--- config.mk ---
export PLATFORM = sky130hd
export DESIGN_NAME = lcd_result_writer_flat
export DESIGN_NICKNAME = d
export VERILOG_FILES = /design/src/rtl/lcd_result_writer_if.sv /design/src/rtl/lcd_result_writer.sv /design/src/flat_wrapper.sv
export SDC_FILE = /design/constraint.sdc
export NUM_CORES = 1
export LEC_CHECK = 0
export ABC_AREA = 1
export BUFFER_PORTS_ARGS = -buffer_cell sky130_fd_sc_hd__buf_4
export CAP_MARGIN = 20
export CORE_AREA = 2 2 138 107
export CTS_CLUSTER_SIZE = 24
export DETAILED_ROUTE_END_ITERATION = 12
export DIE_AREA = 0 0 140 109
export PLACE_DENSITY = 0.52
export SYNTH_ARGS = -nofsm -noshare
export SYNTH_HDL_FRONTEND = slang
export SYNTH_SLANG_ARGS = --single-unit
--- constraint.sdc ---
create_clock -name clk -period 4.4 [get_ports clk]
set_input_delay 0.88 -clock clk [delete_from_list [all_inputs] [get_ports clk]]
set_output_delay 0.88 -clock clk [all_outputs]
set_load 0.005 [all_outputs]
--- src/rtl/lcd_result_writer_if.sv ---
// lcd_result_writer_if: request handshake and LCD bus between controller, writer and display.
//   start/idx/value : controller -> writer, one result per request (start sampled while busy=0)
//   busy/done       : writer -> controller, busy during init and writes, done pulses once per write
//   lcd_rs/lcd_rw/lcd_e/lcd_data : writer -> HD44780 character LCD, 8-bit mode, write only
//   modport master  : controller side; modport slave : writer side
interface lcd_result_writer_if;
    logic       start;
    logic [1:0] idx;
    logic [7:0] value;
    logic       busy;
    logic       done;
    logic       lcd_rs;
    logic       lcd_rw;
    logic       lcd_e;
    logic [7:0] lcd_data;
    modport master (output start, idx, value, input busy, done, lcd_rs, lcd_rw, lcd_e, lcd_data);
    modport slave  (input start, idx, value, output busy, done, lcd_rs, lcd_rw, lcd_e, lcd_data);
endinterface

--- src/rtl/lcd_result_writer.sv ---
// lcd_result_writer: writes one 8-bit convolution result as "Cxy=ddd" to an HD44780 LCD.
//   clk, rst_n : system clock, asynchronous active-low reset
//   bus        : lcd_result_writer_if.slave (start/idx/value in, busy/done and LCD pins out)
//   Runs power-up wait and init commands after reset, then per request converts value to
//   decimal by repeated subtraction and emits one address command plus seven characters.
module lcd_result_writer #(
    parameter int INIT_WAIT = 1500000,
    parameter int E_HIGH    = 50,
    parameter int CMD_WAIT  = 5000,
    parameter int CLR_WAIT  = 200000
) (
    input logic                 clk,
    input logic                 rst_n,
    lcd_result_writer_if.slave  bus
);
    localparam int M1 = INIT_WAIT > CLR_WAIT ? INIT_WAIT : CLR_WAIT;
    localparam int M2 = CMD_WAIT > E_HIGH ? CMD_WAIT : E_HIGH;
    localparam int CW = $clog2((M1 > M2 ? M1 : M2) + 1);
    typedef enum logic [2:0] {PWR_WAIT, IDLE, BCD, SETUP, EHI, HOLD} state_t;
    state_t        state;
    logic          in_init;
    logic [2:0]    bi;
    logic [CW-1:0] cnt;
    logic [1:0]    idx_q;
    logic [7:0]    rem;
    logic [1:0]    hun;
    logic [3:0]    ten;
    logic [2:0]    nbi;
    logic [8:0]    nxt;
    logic          last;
    logic          hold_end;
    assign bus.lcd_rw = 1'b0;
    // Index of the byte loaded at the coming SETUP: first byte unless continuing a sequence
    assign nbi  = state == HOLD ? bi + 3'd1 : 3'd0;
    assign last = in_init ? bi == 3'd3 : bi == 3'd7;
    // The clear command is the only byte needing the long wait
    assign hold_end = cnt == ((bus.lcd_data == 8'h01 && !bus.lcd_rs) ? CW'(CLR_WAIT - 1) : CW'(CMD_WAIT - 1));
    // {rs, data} of the byte to present at the next SETUP
    always_comb begin
        nxt = 9'h000;
        if (in_init)
            case (nbi[1:0])
                2'd0: nxt = 9'h038;
                2'd1: nxt = 9'h00C;
                2'd2: nxt = 9'h006;
                2'd3: nxt = 9'h001;
            endcase
        else
            case (nbi)
                3'd0: nxt = {2'b01, idx_q[1], 2'b00, idx_q[0], 3'b000};
                3'd1: nxt = {1'b1, 8'h43};
                3'd2: nxt = {1'b1, 8'h31 + {7'd0, idx_q[1]}};
                3'd3: nxt = {1'b1, 8'h31 + {7'd0, idx_q[0]}};
                3'd4: nxt = {1'b1, 8'h3D};
                3'd5: nxt = {1'b1, 4'h3, 2'b00, hun};
                3'd6: nxt = {1'b1, 4'h3, ten};
                3'd7: nxt = {1'b1, 4'h3, rem[3:0]};
            endcase
    end
    always_ff @(posedge clk or negedge rst_n) begin
        if (!rst_n) begin
            state        <= PWR_WAIT;
            in_init      <= 1'b1;
            bi           <= '0;
            cnt          <= '0;
            idx_q        <= '0;
            rem          <= '0;
            hun          <= '0;
            ten          <= '0;
            bus.busy     <= 1'b1;
            bus.done     <= 1'b0;
            bus.lcd_rs   <= 1'b0;
            bus.lcd_e    <= 1'b0;
            bus.lcd_data <= 8'h00;
        end else begin
            case (state)
                PWR_WAIT:
                    if (cnt == CW'(INIT_WAIT - 1)) begin
                        cnt                      <= '0;
                        bi                       <= '0;
                        {bus.lcd_rs, bus.lcd_data} <= nxt;
                        state                    <= SETUP;
                    end else
                        cnt <= cnt + 1'b1;
                IDLE: begin
                    bus.done <= 1'b0;
                    if (bus.start) begin
                        idx_q    <= bus.idx;
                        rem      <= bus.value;
                        hun      <= '0;
                        ten      <= '0;
                        in_init  <= 1'b0;
                        bus.busy <= 1'b1;
                        state    <= BCD;
                    end
                end
                BCD:
                    if (rem >= 8'd100) begin
                        rem <= rem - 8'd100;
                        hun <= hun + 2'd1;
                    end else if (rem >= 8'd10) begin
                        rem <= rem - 8'd10;
                        ten <= ten + 4'd1;
                    end else begin
                        bi                       <= '0;
                        {bus.lcd_rs, bus.lcd_data} <= nxt;
                        state                    <= SETUP;
                    end
                SETUP: begin
                    bus.lcd_e <= 1'b1;
                    state     <= EHI;
                end
                EHI:
                    if (cnt == CW'(E_HIGH - 1)) begin
                        cnt       <= '0;
                        bus.lcd_e <= 1'b0;
                        state     <= HOLD;
                    end else
                        cnt <= cnt + 1'b1;
                HOLD:
                    if (!hold_end)
                        cnt <= cnt + 1'b1;
                    else begin
                        cnt <= '0;
                        if (last) begin
                            bus.busy <= 1'b0;
                            bus.done <= !in_init;
                            state    <= IDLE;
                        end else begin
                            bi                       <= bi + 3'd1;
                            {bus.lcd_rs, bus.lcd_data} <= nxt;
                            state                    <= SETUP;
                        end
                    end
                default: state <= PWR_WAIT;
            endcase
        end
    end
endmodule

--- src/flat_wrapper.sv ---
// flat-port wrapper written by rule: the top's interface ports become plain ports
module lcd_result_writer_flat 
#(
    parameter int INIT_WAIT = 1500000,
    parameter int E_HIGH    = 50,
    parameter int CMD_WAIT  = 5000,
    parameter int CLR_WAIT  = 200000
)
  (clk, rst_n, bus_start, bus_idx, bus_value, bus_busy, bus_done, bus_lcd_rs, bus_lcd_rw, bus_lcd_e, bus_lcd_data);
  lcd_result_writer_if bus_i ();
  input logic clk;
  input logic rst_n;
  input wire logic [$bits(bus_i.start)-1:0] bus_start;
  input wire logic [$bits(bus_i.idx)-1:0] bus_idx;
  input wire logic [$bits(bus_i.value)-1:0] bus_value;
  output wire logic [$bits(bus_i.busy)-1:0] bus_busy;
  output wire logic [$bits(bus_i.done)-1:0] bus_done;
  output wire logic [$bits(bus_i.lcd_rs)-1:0] bus_lcd_rs;
  output wire logic [$bits(bus_i.lcd_rw)-1:0] bus_lcd_rw;
  output wire logic [$bits(bus_i.lcd_e)-1:0] bus_lcd_e;
  output wire logic [$bits(bus_i.lcd_data)-1:0] bus_lcd_data;
  assign bus_i.start = bus_start;
  assign bus_i.idx = bus_idx;
  assign bus_i.value = bus_value;
  assign bus_busy = bus_i.busy;
  assign bus_done = bus_i.done;
  assign bus_lcd_rs = bus_i.lcd_rs;
  assign bus_lcd_rw = bus_i.lcd_rw;
  assign bus_lcd_e = bus_i.lcd_e;
  assign bus_lcd_data = bus_i.lcd_data;
  lcd_result_writer #(.INIT_WAIT(INIT_WAIT), .E_HIGH(E_HIGH), .CMD_WAIT(CMD_WAIT), .CLR_WAIT(CLR_WAIT)) u_core (.clk(clk), .rst_n(rst_n), .bus(bus_i));
endmodule
==> impl_metrics.yaml, run 1 <==
outcome:
  status: "finished, final reports clean"
routing:
  vias_per_cell: 4.683
  first_pass_iters: 7
  drc: 0
  dr_total_vias: 3662
  wirelength_um: 10010
  wl_per_cell_um: 12.80
  antenna_left: 0
  drt-initial-drc-count: 259
grt:
  antenna_found_initial: 0
  first_global_vias: 3366
  grt_pass1_wl_um: 16800
  overflow: 0
  track_usage_pct: 13.86
  grt_max_degree: 56
floorplan:
  rows: 38
  die_h_um: 109
  core_area_um2: 14030
  fp.dieW_um: 140
  pin_count: 26
  die_area_um2: 15260
  initial_core_util_pct: 28.18
power:
  p_per_area_nw_per_um2: 553.9
  p_leak_nw: 2.195
  peakVddDrop_mv: 0.2670
hold_path:
  hold_depth: 2
  min_path_type: "reg2reg"
layout:
  drive_gt1_share_pct: 11.79
  instances_no_fill: 782
  nNetsFinal: 631
  mostFrequentLayoutCells: "nand2_1, inv_1, nor2_1"
  utilization_pct: 31.71
  layout_commonest_cell: "nand2_1"
  diodes: 0
  areaGrowthSynthToFinish_pct: 12.54
worst_setup_path:
  crit_path_max_fanout: 12
  arrival_ns: 2.51
  r2r_cells: 10
  critPathKind: "reg2reg"
  cp-end-kind: "register"
  crit_required_ns: 4.59
  start_kind: "register"
synth:
  ys_seq_elements: 55
  ys_types: 39
  syn_avg_cell_area_um2: 6.791
  yosysSeqAreaShare_pct: 34.88
  synth_cells: 582
  synth_area_um2: 3953
  synth-warning-count: 0
  synthesis.nets: 612
timing:
  fmax_mhz: 430.3
  slew_headroom_pct: 50.58
  tns_ns: 0
  maxSlewViolCount: 0
  finalSetupViolCount: 0
  max_slew.worst_pin.slew_ns: 0.7412
  min_period_over_period_pct: 52.82
  hold_viol_final: 0
  clock_skew_ns: 0.008505
  rsz0062_at_grt: "false"
  fin_crit_ns: 2.324
flow_run:
  cap_violations: 0
placed_design:
  dp_cells: 774
  place.gp.congestion: 0.9276
  port_buffers: 24
  dp_hpwl_um: 7531
clocking:
  cts_buffer_depth: 2
  cts_hold_buf: 0
  root_buffer: "clkbuf_16"
  cts-htree-levels: 2
  cts_setup_buffers: 0
  cts.repair.resized: 0
  insertion_delay_ns: 0.30
  path_clk_slew_ns: 0.07
  cts_buffers: 5
  cts.sinks: 55
  cts_tree: "yes"
-- cells by family after synthesis --
family,Yosys count,share of synthesized area (%)
compound gates,51,7.724
buf+inv,81,8.674
simple gates,362,39.92
other cells,1,0.09488
fa+ha+maj,17,5.381
flops,55,34.88
xor+xnor,15,3.324
-- per-stage QoR --
step                      instance area (µm²)  hold slack [ns]  setup slack, ns  power (mW)
after floorplan                          3953           0.4512            2.440       1.705
after global placement                   4274           0.4557            2.205       1.989
after detailed placement                 4274           0.4622            2.130       2.005
after CTS                                4448           0.4743            2.110       2.498
after global routing                     4448           0.5046            1.765       2.714
final                                    4448           0.4690            2.076       2.464
-- report_power, final --
group	leakage (nW)	internal, mW	switching [mW]
clock network	0.0868	0.284	0.189
logic	1.39	0.410	0.760
registers	0.721	0.655	0.165
total	2.20	1.35	1.11
-- flip-flops by register name, indices dropped and copies added, names as in the netlist, 2 cells and up --
| signal | count |
|---|---|
| u_core.hun | 2 |
| u_core.ten | 4 |
| u_core.rem | 8 |
| u_core.bus.lcd_data | 7 |
| u_core.state | 3 |
| u_core.bi | 3 |
| u_core.cnt | 21 |
| u_core.idx_q | 2 |
-- path summary, 6_finish.rpt --
check / start / end / slack, ns
worst min-delay path: u_core.bus.busy$_DFFE_PN1P_ / u_core.bus.busy$_DFFE_PN1P_ / 0.47
worst min register to register: u_core.bus.busy$_DFFE_PN1P_ / u_core.bus.busy$_DFFE_PN1P_ / 0.47
min in group asynchronous: rst_n / u_core.rem[4]$_DFFE_PN0P_ / 0.64
worst max register to register: u_core.rem[2]$_DFFE_PN0P_ / u_core.rem[1]$_DFFE_PN0P_ / 2.08
worst max-delay path: u_core.rem[2]$_DFFE_PN0P_ / u_core.rem[1]$_DFFE_PN0P_ / 2.08
max in group asynchronous: rst_n / u_core.bus.lcd_data[2]$_DFFE_PN0P_ / 3.28
-- worst max-delay path, stage by stage (launching register included) --
cell	delay, ns
dfrtp_1	0.47
inv_1	0.16
ha_1	0.23
a21oi_1	0.29
nand4_1	0.15
nand2_2	0.15
nand2_1	0.25
nand2_1	0.28
inv_1	0.09
nor2_1	0.09
a21oi_1	0.05
-- routing by layer --
metal | vias up | wire [µm] | GRT usage [%]
met5 | - | 0 | 0
met4 | 0 | 133 | 4.906
met3 | 8 | 534 | 2.723
met2 | 90 | 4040 | 19.42
met1 | 1683 | 5298 | 20.98
li1 | 1881 | - | -
-- synthesized netlist by cell type --
cell	instances	area share [%]
nor3_2	2	0.51
nor3_1	13	1.6
nand4_1	10	1.6
o31ai_1	1	0.19
buf_4	3	0.57
a21oi_1	15	1.9
inv_2	7	0.66
ha_1	17	5.4
nand3_2	2	0.51
clkbuf_1	2	0.19
nand3_4	1	0.44
o21ai_1	4	0.51
a21boi_0	1	0.19
or2_0	1	0.16
nor2_1	60	5.7
o22ai_1	6	0.95
o21a_1	1	0.19
dfrtp_1	53	34
nor2_4	2	0.57
nor2_2	6	0.95
o211ai_1	3	0.57
nand2_2	6	0.95
xnor2_1	3	0.66
dfstp_2	2	1.3
or2_2	3	0.47
xor2_1	12	2.7
o21ai_2	5	1.1
o21ai_0	13	1.6
nand3b_1	1	0.19
nand2_1	201	19
buf_2	4	0.51
nand2_4	2	0.57
clkinv_1	1	0.095
inv_1	61	5.8
a21o_1	1	0.19
nand3_1	52	6.6
o21bai_2	1	0.28
buf_6	3	0.85
conb_1	1	0.095
-- final cells by class --
class	count	area, µm²
clock buffers	6	138.9
clock inverters	2	35.03
fillers	1472	9578
inverters	69	259.0
multi-input cells	446	2231
flip-flops and latches	55	1379
well taps	180	225.2
repair buffers	24	180.2
No activity file was read; power rests on OpenSTA's default activity.
==> inputs of run 2 (changes only) <==
- ABC_AREA: 1 -> 0
- CORE_AREA: 2 2 138 107 -> 2 2 134 103
- DIE_AREA: 0 0 140 109 -> 0 0 136 105
- PLACE_DENSITY: 0.52 -> 0.53
- clock period: 4.4 -> 1.9 ns (I/O delays scaled with it)
==> run 2 against run 1 <==
Compared with the run above:
- the flow now finishes with violations (setup timing)
- clock power increased by 98%
- cell area up 31%
- critical path depth did not move
==> impl_metrics.yaml, run 2 <==
outcome:
  status: "finished, violations left"
  violations: "setup timing"
flow_run:
  cap_violations: 0
placed_design:
  placed_area_um2: 5060
  post-place-ws_ns: -0.4920
  dp_hpwl_um: 8697
  dp_cells: 734
  port_buffers: 24
  place.gp.congestion: 0.8508
layout:
  mostFrequentLayoutCells: "buf_4, nand2_1, dfrtp_1"
  largest_register_ffs: 21
  areaGrowthSynthToFinish_pct: 57.95
  register_area_um2: 1388
  layout_commonest_cell: "buf_4"
  top_register: "u_core.cnt"
  multi_input_area_um2: 2620
  drive_gt1_share_pct: 48.38
  diodes: 0
  instances_no_fill: 758
  fillerInstances: 1240
  nNetsFinal: 616
  fin_area_um2: 5814
  utilization_pct: 45.13
  largestRegisters: "u_core.cnt: 21 flops, u_core.rem: 8 flops, u_core.bus.lcd_data: 7 flops"
synth:
  yosysSeqAreaShare_pct: 37.46
  synth_top_area_cell: "dfrtp_1"
  ys_types: 58
  synth.most_common_cell: "nand2_1"
  ys_seq_elements: 55
  synth_area_um2: 3681
  synth_cells: 436
  netlist_top_cells_area: "dfrtp_1, nand2_1, ha_1"
  yosys.area.top_type_share_pct: 36.03
  synthFlopType: "dfrtp_1"
  syn_avg_cell_area_um2: 8.443
  synthArstFlopShare_pct: 100.0
  synth-warning-count: 0
  synth_common_cells: "nand2_1, dfrtp_1, nor2_1"
  synthesis.nets: 466
  synth_edf_count: 0
clocking:
  cts_tree: "yes"
  path_clk_slew_ns: 0.07
  cts_buffers: 5
  cts.sinks: 55
  root_buffer: "clkbuf_16"
  insertion_delay_ns: 0.30
  cts_hold_buf: 0
  cts-htree-levels: 2
  cts_buffer_depth: 2
routing:
  drt-initial-drc-count: 296
  wirelength_um: 12010
  wl_per_cell_um: 15.85
  dr_total_vias: 3875
  drc: 0
  vias_per_cell: 5.112
  first_pass_iters: 5
  antenna_left: 0
timing:
  finalSetupViolCount: 40
  fin_crit_ns: 2.235
  rsz0062_at_grt: "true"
  min_period_over_period_pct: 117.6
  clock_skew_ns: 0.007440
  fmax_mhz: 447.4
  hold_viol_final: 0
  fin_ws_ns: -0.3352
  maxSlewViolCount: 0
worst_setup_path:
  path_buf_inv: 4
  start_kind: "register"
  crit_family: "compound AO/OA/AOI/OAI gates"
  critical-path-max-stage-delay_ns: 0.41
  cp-end-kind: "register"
  crit_required_ns: 2.12
  crit_slowest_cell: "dfrtp_1"
  arrival_ns: 2.46
  path_cells: "nor4_4, buf_4, a2111o_1, o32ai_2, buf_4, a211oi_4, buf_12, buf_8, a21oi_1, a21oi_1"
  critPathKind: "reg2reg"
  crit_path_max_fanout: 11
floorplan:
  pin_count: 26
  die_area_um2: 14280
  core_area_um2: 12880
  rows: 36
  fp.dieW_um: 136
  die_h_um: 105
  initial_core_util_pct: 28.57
grt:
  grt_pass1_wl_um: 19510
  grt_max_degree: 30
  antenna_found_initial: 0
  overflow: 0
  track_usage_pct: 16.98
  first_global_vias: 3802
hold_path:
  min_path_type: "in2async"
power:
  totalPowerFinal_mw: 2.296
  peakVddDrop_mv: 0.3214
  p_per_area_nw_per_um2: 395.0
  p_leak_nw: 2.641
-- run 2: changes by cell type after synthesis, sizes merged, moves of 8 or more --
cell,delta
nor2,-37
clkbuf,+17
xor2,-10
inv,-53
nand2,-151
nor4,+8
mux2,+11
a21oi,+9
nand3,-31
-- run 2: layer usage --
layer  vias up  part of all wire [%]  GRT usage, %
met5         -                     0             0
met4         0                   1.2         4.390
met3        11                   3.8         2.426
met2        82                    44         24.98
met1      1883                    51         25.73
li1       1899                     -             -
-- run 2: worst paths after layout --
| check | start | slack [ns] | cells after the start | end |
|---|---|---|---|---|
| worst min-delay path | rst_n | 0.01 | 1 | u_core.cnt[13]$_DFFE_PN0P_ |
| max in group asynchronous | rst_n | 1.39 | 2 | u_core.cnt[3]$_DFFE_PN0P_ |
| worst max-delay path | u_core.bus.lcd_data[7]$_DFFE_PN0P_ | -0.34 | 10 | u_core.cnt[10]$_DFFE_PN0P_ |
| min in group clk | bus_idx[1] | 0.28 | 3 | u_core.idx_q[1]$_DFFE_PN0P_ |
| worst max register to register | u_core.bus.lcd_data[7]$_DFFE_PN0P_ | -0.34 | 10 | u_core.cnt[10]$_DFFE_PN0P_ |
| worst min register to register | u_core.bus.busy$_DFFE_PN1P_ | 0.49 | 2 | u_core.bus.busy$_DFFE_PN1P_ |
-- run 2: area by class of cell --
type,count,share of cell area [%]
multi-input combinational,335,45.06
timing repair buffer,174,23.99
sequential,55,23.86
tap,171,3.680
clock buffer,6,2.216
inverter,15,0.9684
clock inverter,2,0.2152
-- run 2: cell families (layout without fill, tap and decap cells) --
kind of cell | count (synthesis) | in the layout | synth area share [%]
compound gates | 104 | 104 | 19.04
xor+xnor | 5 | 5 | 1.190
fa+ha+maj | 17 | 17 | 5.778
buf+inv | 46 | 197 | 5.744
flops | 55 | 55 | 37.46
mux | 14 | 14 | 4.181
other cells | 1 | 1 | 0.1019
simple gates | 194 | 194 | 26.51
-- run 2: repair_timing --
item                       CTS  global route
pin swaps                   14            19
buffers inserted             9             8
gates cloned                 0             0
setup endpoints to repair   48            48
resized for setup           57            54
-- run 2: power by group --
part / switching, mW / internal (mW)
sequential: 0.0111 / 1.18
combinational: 0.0892 / 0.0798
clock: 0.447 / 0.489
-- run 2: worst register-to-register path: stages (launching register included) --
cell	delay, ns
dfrtp_1	0.41
nor4_4	0.36
buf_4	0.17
a2111o_1	0.16
o32ai_2	0.10
buf_4	0.16
a211oi_4	0.27
buf_12	0.18
buf_8	0.12
a21oi_1	0.06
a21oi_1	0.17
-- run 2: per-stage QoR --
stage,TNS [ns],hold slack (ns)
detailed placement,-12.92,0.3503
CTS,-7.200,0.02709
global route,-11.72,0.03833
floorplan,-3.989,0.08441
finish,-8.804,0.01314
global placement,-11.14,0.3462
==> inputs of run 3 (changes only) <==
- ABC_AREA: 0 -> 1
- CAP_MARGIN: 20 -> unset
- CORE_AREA: 2 2 134 103 -> 2 2 138 107
- DIE_AREA: 0 0 136 105 -> 0 0 140 109
==> run 3 against run 2 <==
Compared with the run above:
- the run now ends clean
- fmax rose by 19%
- via count grew 0.13%
- worst setup slack better by 0.36 ns
- critical path depth is the same
- critical endpoint is now u_core.bus.lcd_data[2]$_DFFE_PN0P_
- largest power group is now combinational logic
==> impl_metrics.yaml, run 3 (synthesis results as in run 1) <==
floorplan:
  initial_core_util_pct: 28.18
  die_area_um2: 15260
  core_area_um2: 14030
  fp.dieW_um: 140
  die_h_um: 109
  rows: 38
  pin_count: 26
power:
  netSwitchingFraction_pct: 45.25
  peakVddDrop_mv: 0.5472
  totalPowerFinal_mw: 6.336
  seqPwrFrac_pct: 29.6
  p_per_area_nw_per_um2: 1256
  p_leak_nw: 2.451
  p_switching_mw: 2.867
  power_frac_comb_pct: 56.0
  internal_power_mw: 3.469
  power_frac_clock_pct: 14.4
placed_design:
  dp_hpwl_um: 7857
  post-place-ws_ns: -0.09869
  port_buffers: 24
  dp_cells: 812
  place.gp.congestion: 0.9048
grt:
  first_global_vias: 3457
  grt_max_degree: 30
  overflow: 0
  grt_pass1_wl_um: 17190
  antenna_found_initial: 0
  track_usage_pct: 14.00
worst_setup_path:
  arrival_ns: 2.07
  critPathKind: "reg2reg"
  path_cells: "ha_4, inv_2, nor2_4, inv_4, ha_4, nand3_4, nand3_1, a21boi_1, buf_4, o21ai_2"
  crit_required_ns: 2.09
  start_kind: "register"
  path_buf_inv: 3
  crit_family: "adder cells"
  crit_slowest_cell: "dfrtp_1"
  critical-path-max-stage-delay_ns: 0.42
  crit_path_max_fanout: 4
  cp_common_cell: "ha_4"
  cp-end-kind: "register"
clocking:
  insertion_delay_ns: 0.30
  cts_hold_buf: 0
  cts-htree-levels: 2
  path_clk_slew_ns: 0.07
  root_buffer: "clkbuf_16"
  cts_tree: "yes"
  cts_buffer_depth: 2
  cts.sinks: 55
  cts_buffers: 5
timing:
  fin_ws_ns: 0.02308
  min_period_over_period_pct: 98.79
  hold_viol_final: 0
  maxSlewViolCount: 0
  finalSetupViolCount: 0
  fin_crit_ns: 1.877
  fmax_mhz: 532.8
  rsz0062_at_grt: "true"
  clock_skew_ns: 0.008773
routing:
  wl_per_cell_um: 13.10
  first_pass_iters: 7
  vias_per_cell: 4.680
  wirelength_um: 10860
  dr_total_vias: 3880
  antenna_left: 0
  drt-initial-drc-count: 212
  drc: 0
layout:
  mostFrequentLayoutCells: "nand2_1, buf_4, inv_1"
  largest_register_ffs: 21
  largestRegisters: "u_core.cnt: 21 flops, u_core.rem: 8 flops, u_core.bus.lcd_data: 7 flops"
  layout_commonest_cell: "nand2_1"
  drive_gt1_share_pct: 24.65
  fillerInstances: 1465
  instances_no_fill: 829
  diodes: 0
  nNetsFinal: 678
  register_area_um2: 1384
  areaGrowthSynthToFinish_pct: 27.64
  multi_input_area_um2: 2490
  top_register: "u_core.cnt"
flow_run:
  cap_violations: 0
hold_path:
  min_path_type: "in2async"
outcome:
  status: "finished, final reports clean"
==> run 3: cell count changes in the layout (fill, tap and decap cells not counted), sizes merged, moves of 6 or more <==
| cell | change |
|---|---|
| a21oi | -9 |
| and3 | -6 |
| buf | -103 |
| inv | +53 |
| mux2 | -11 |
| nand2 | +151 |
| nand3 | +32 |
| nor2 | +37 |
| nor4 | -8 |
| o311ai | -6 |
| or3 | -6 |
| xor2 | +10 |
==> run 3: final timing paths <==
kind	from	endpoint	slack, ns	depth (start not counted)
setup / recovery	u_core.bi[1]$_DFFE_PN0P_	u_core.bus.lcd_data[2]$_DFFE_PN0P_	0.02	10
setup reg to reg	u_core.bi[1]$_DFFE_PN0P_	u_core.bus.lcd_data[2]$_DFFE_PN0P_	0.02	10
hold reg to reg	u_core.bus.busy$_DFFE_PN1P_	u_core.bus.busy$_DFFE_PN1P_	0.47	2
min in group clk	bus_idx[0]	u_core.idx_q[0]$_DFFE_PN0P_	0.29	3
hold / removal	rst_n	u_core.ten[1]$_DFFE_PN0P_	0.01	1
max in group asynchronous	rst_n	u_core.in_init$_DFFE_PN1P_	1.31	2
==> run 3: metal layers <==
metal	GRT usage [%]	up-vias	routed length (µm)
li1	-	1986	-
met1	21.48	1812	5728
met2	20.34	75	4617
met3	2.415	7	423
met4	3.247	0	90
met5	0	-	0
==> run 3: stage by stage <==
stage	util [%]	hold WS, ns	instance area, µm²	TNS (ns)
2_1_floorplan	-	0.08441	3958	0
5_1_grt	35.97	0.04463	5045	-0.5199
4_1_cts	33.72	0.03175	4730	0
3_5_place_dp	32.63	0.3516	4577	-0.2088
3_3_place_gp	32.63	0.3455	4577	-0.07254
6_report	35.97	0.01296	5045	0
==> run 3: timing repair <==
action / CTS / global route
resized for setup: 6 / 61
gates cloned: 0 / 1
hold endpoints to repair: 0 / 0
setup endpoints to repair: 8 / 42
pin swaps: 1 / 21
setup buffers: 0 / 8
==> run 3: power by group through the flow <==
stage          combinational, mW  sequential (mW)  clock [mW]
4_1_cts                     3.24             1.85       0.943
5_1_grt                     3.99             1.93       0.987
3_3_place_gp                3.18             1.85           0
2_1_floorplan               2.15             1.80           0
3_5_place_dp                3.21             1.86           0
6_report                    3.55             1.87       0.912
==> run 3: layout make-up <==
class	count	share of cell area (%)
multi-input cells	447	49.36
flip-flops and latches	55	27.43
repair buffers	70	10.74
inverters	69	5.283
well taps	180	4.464
clock buffers	7	2.629
clock inverters	1	0.09921
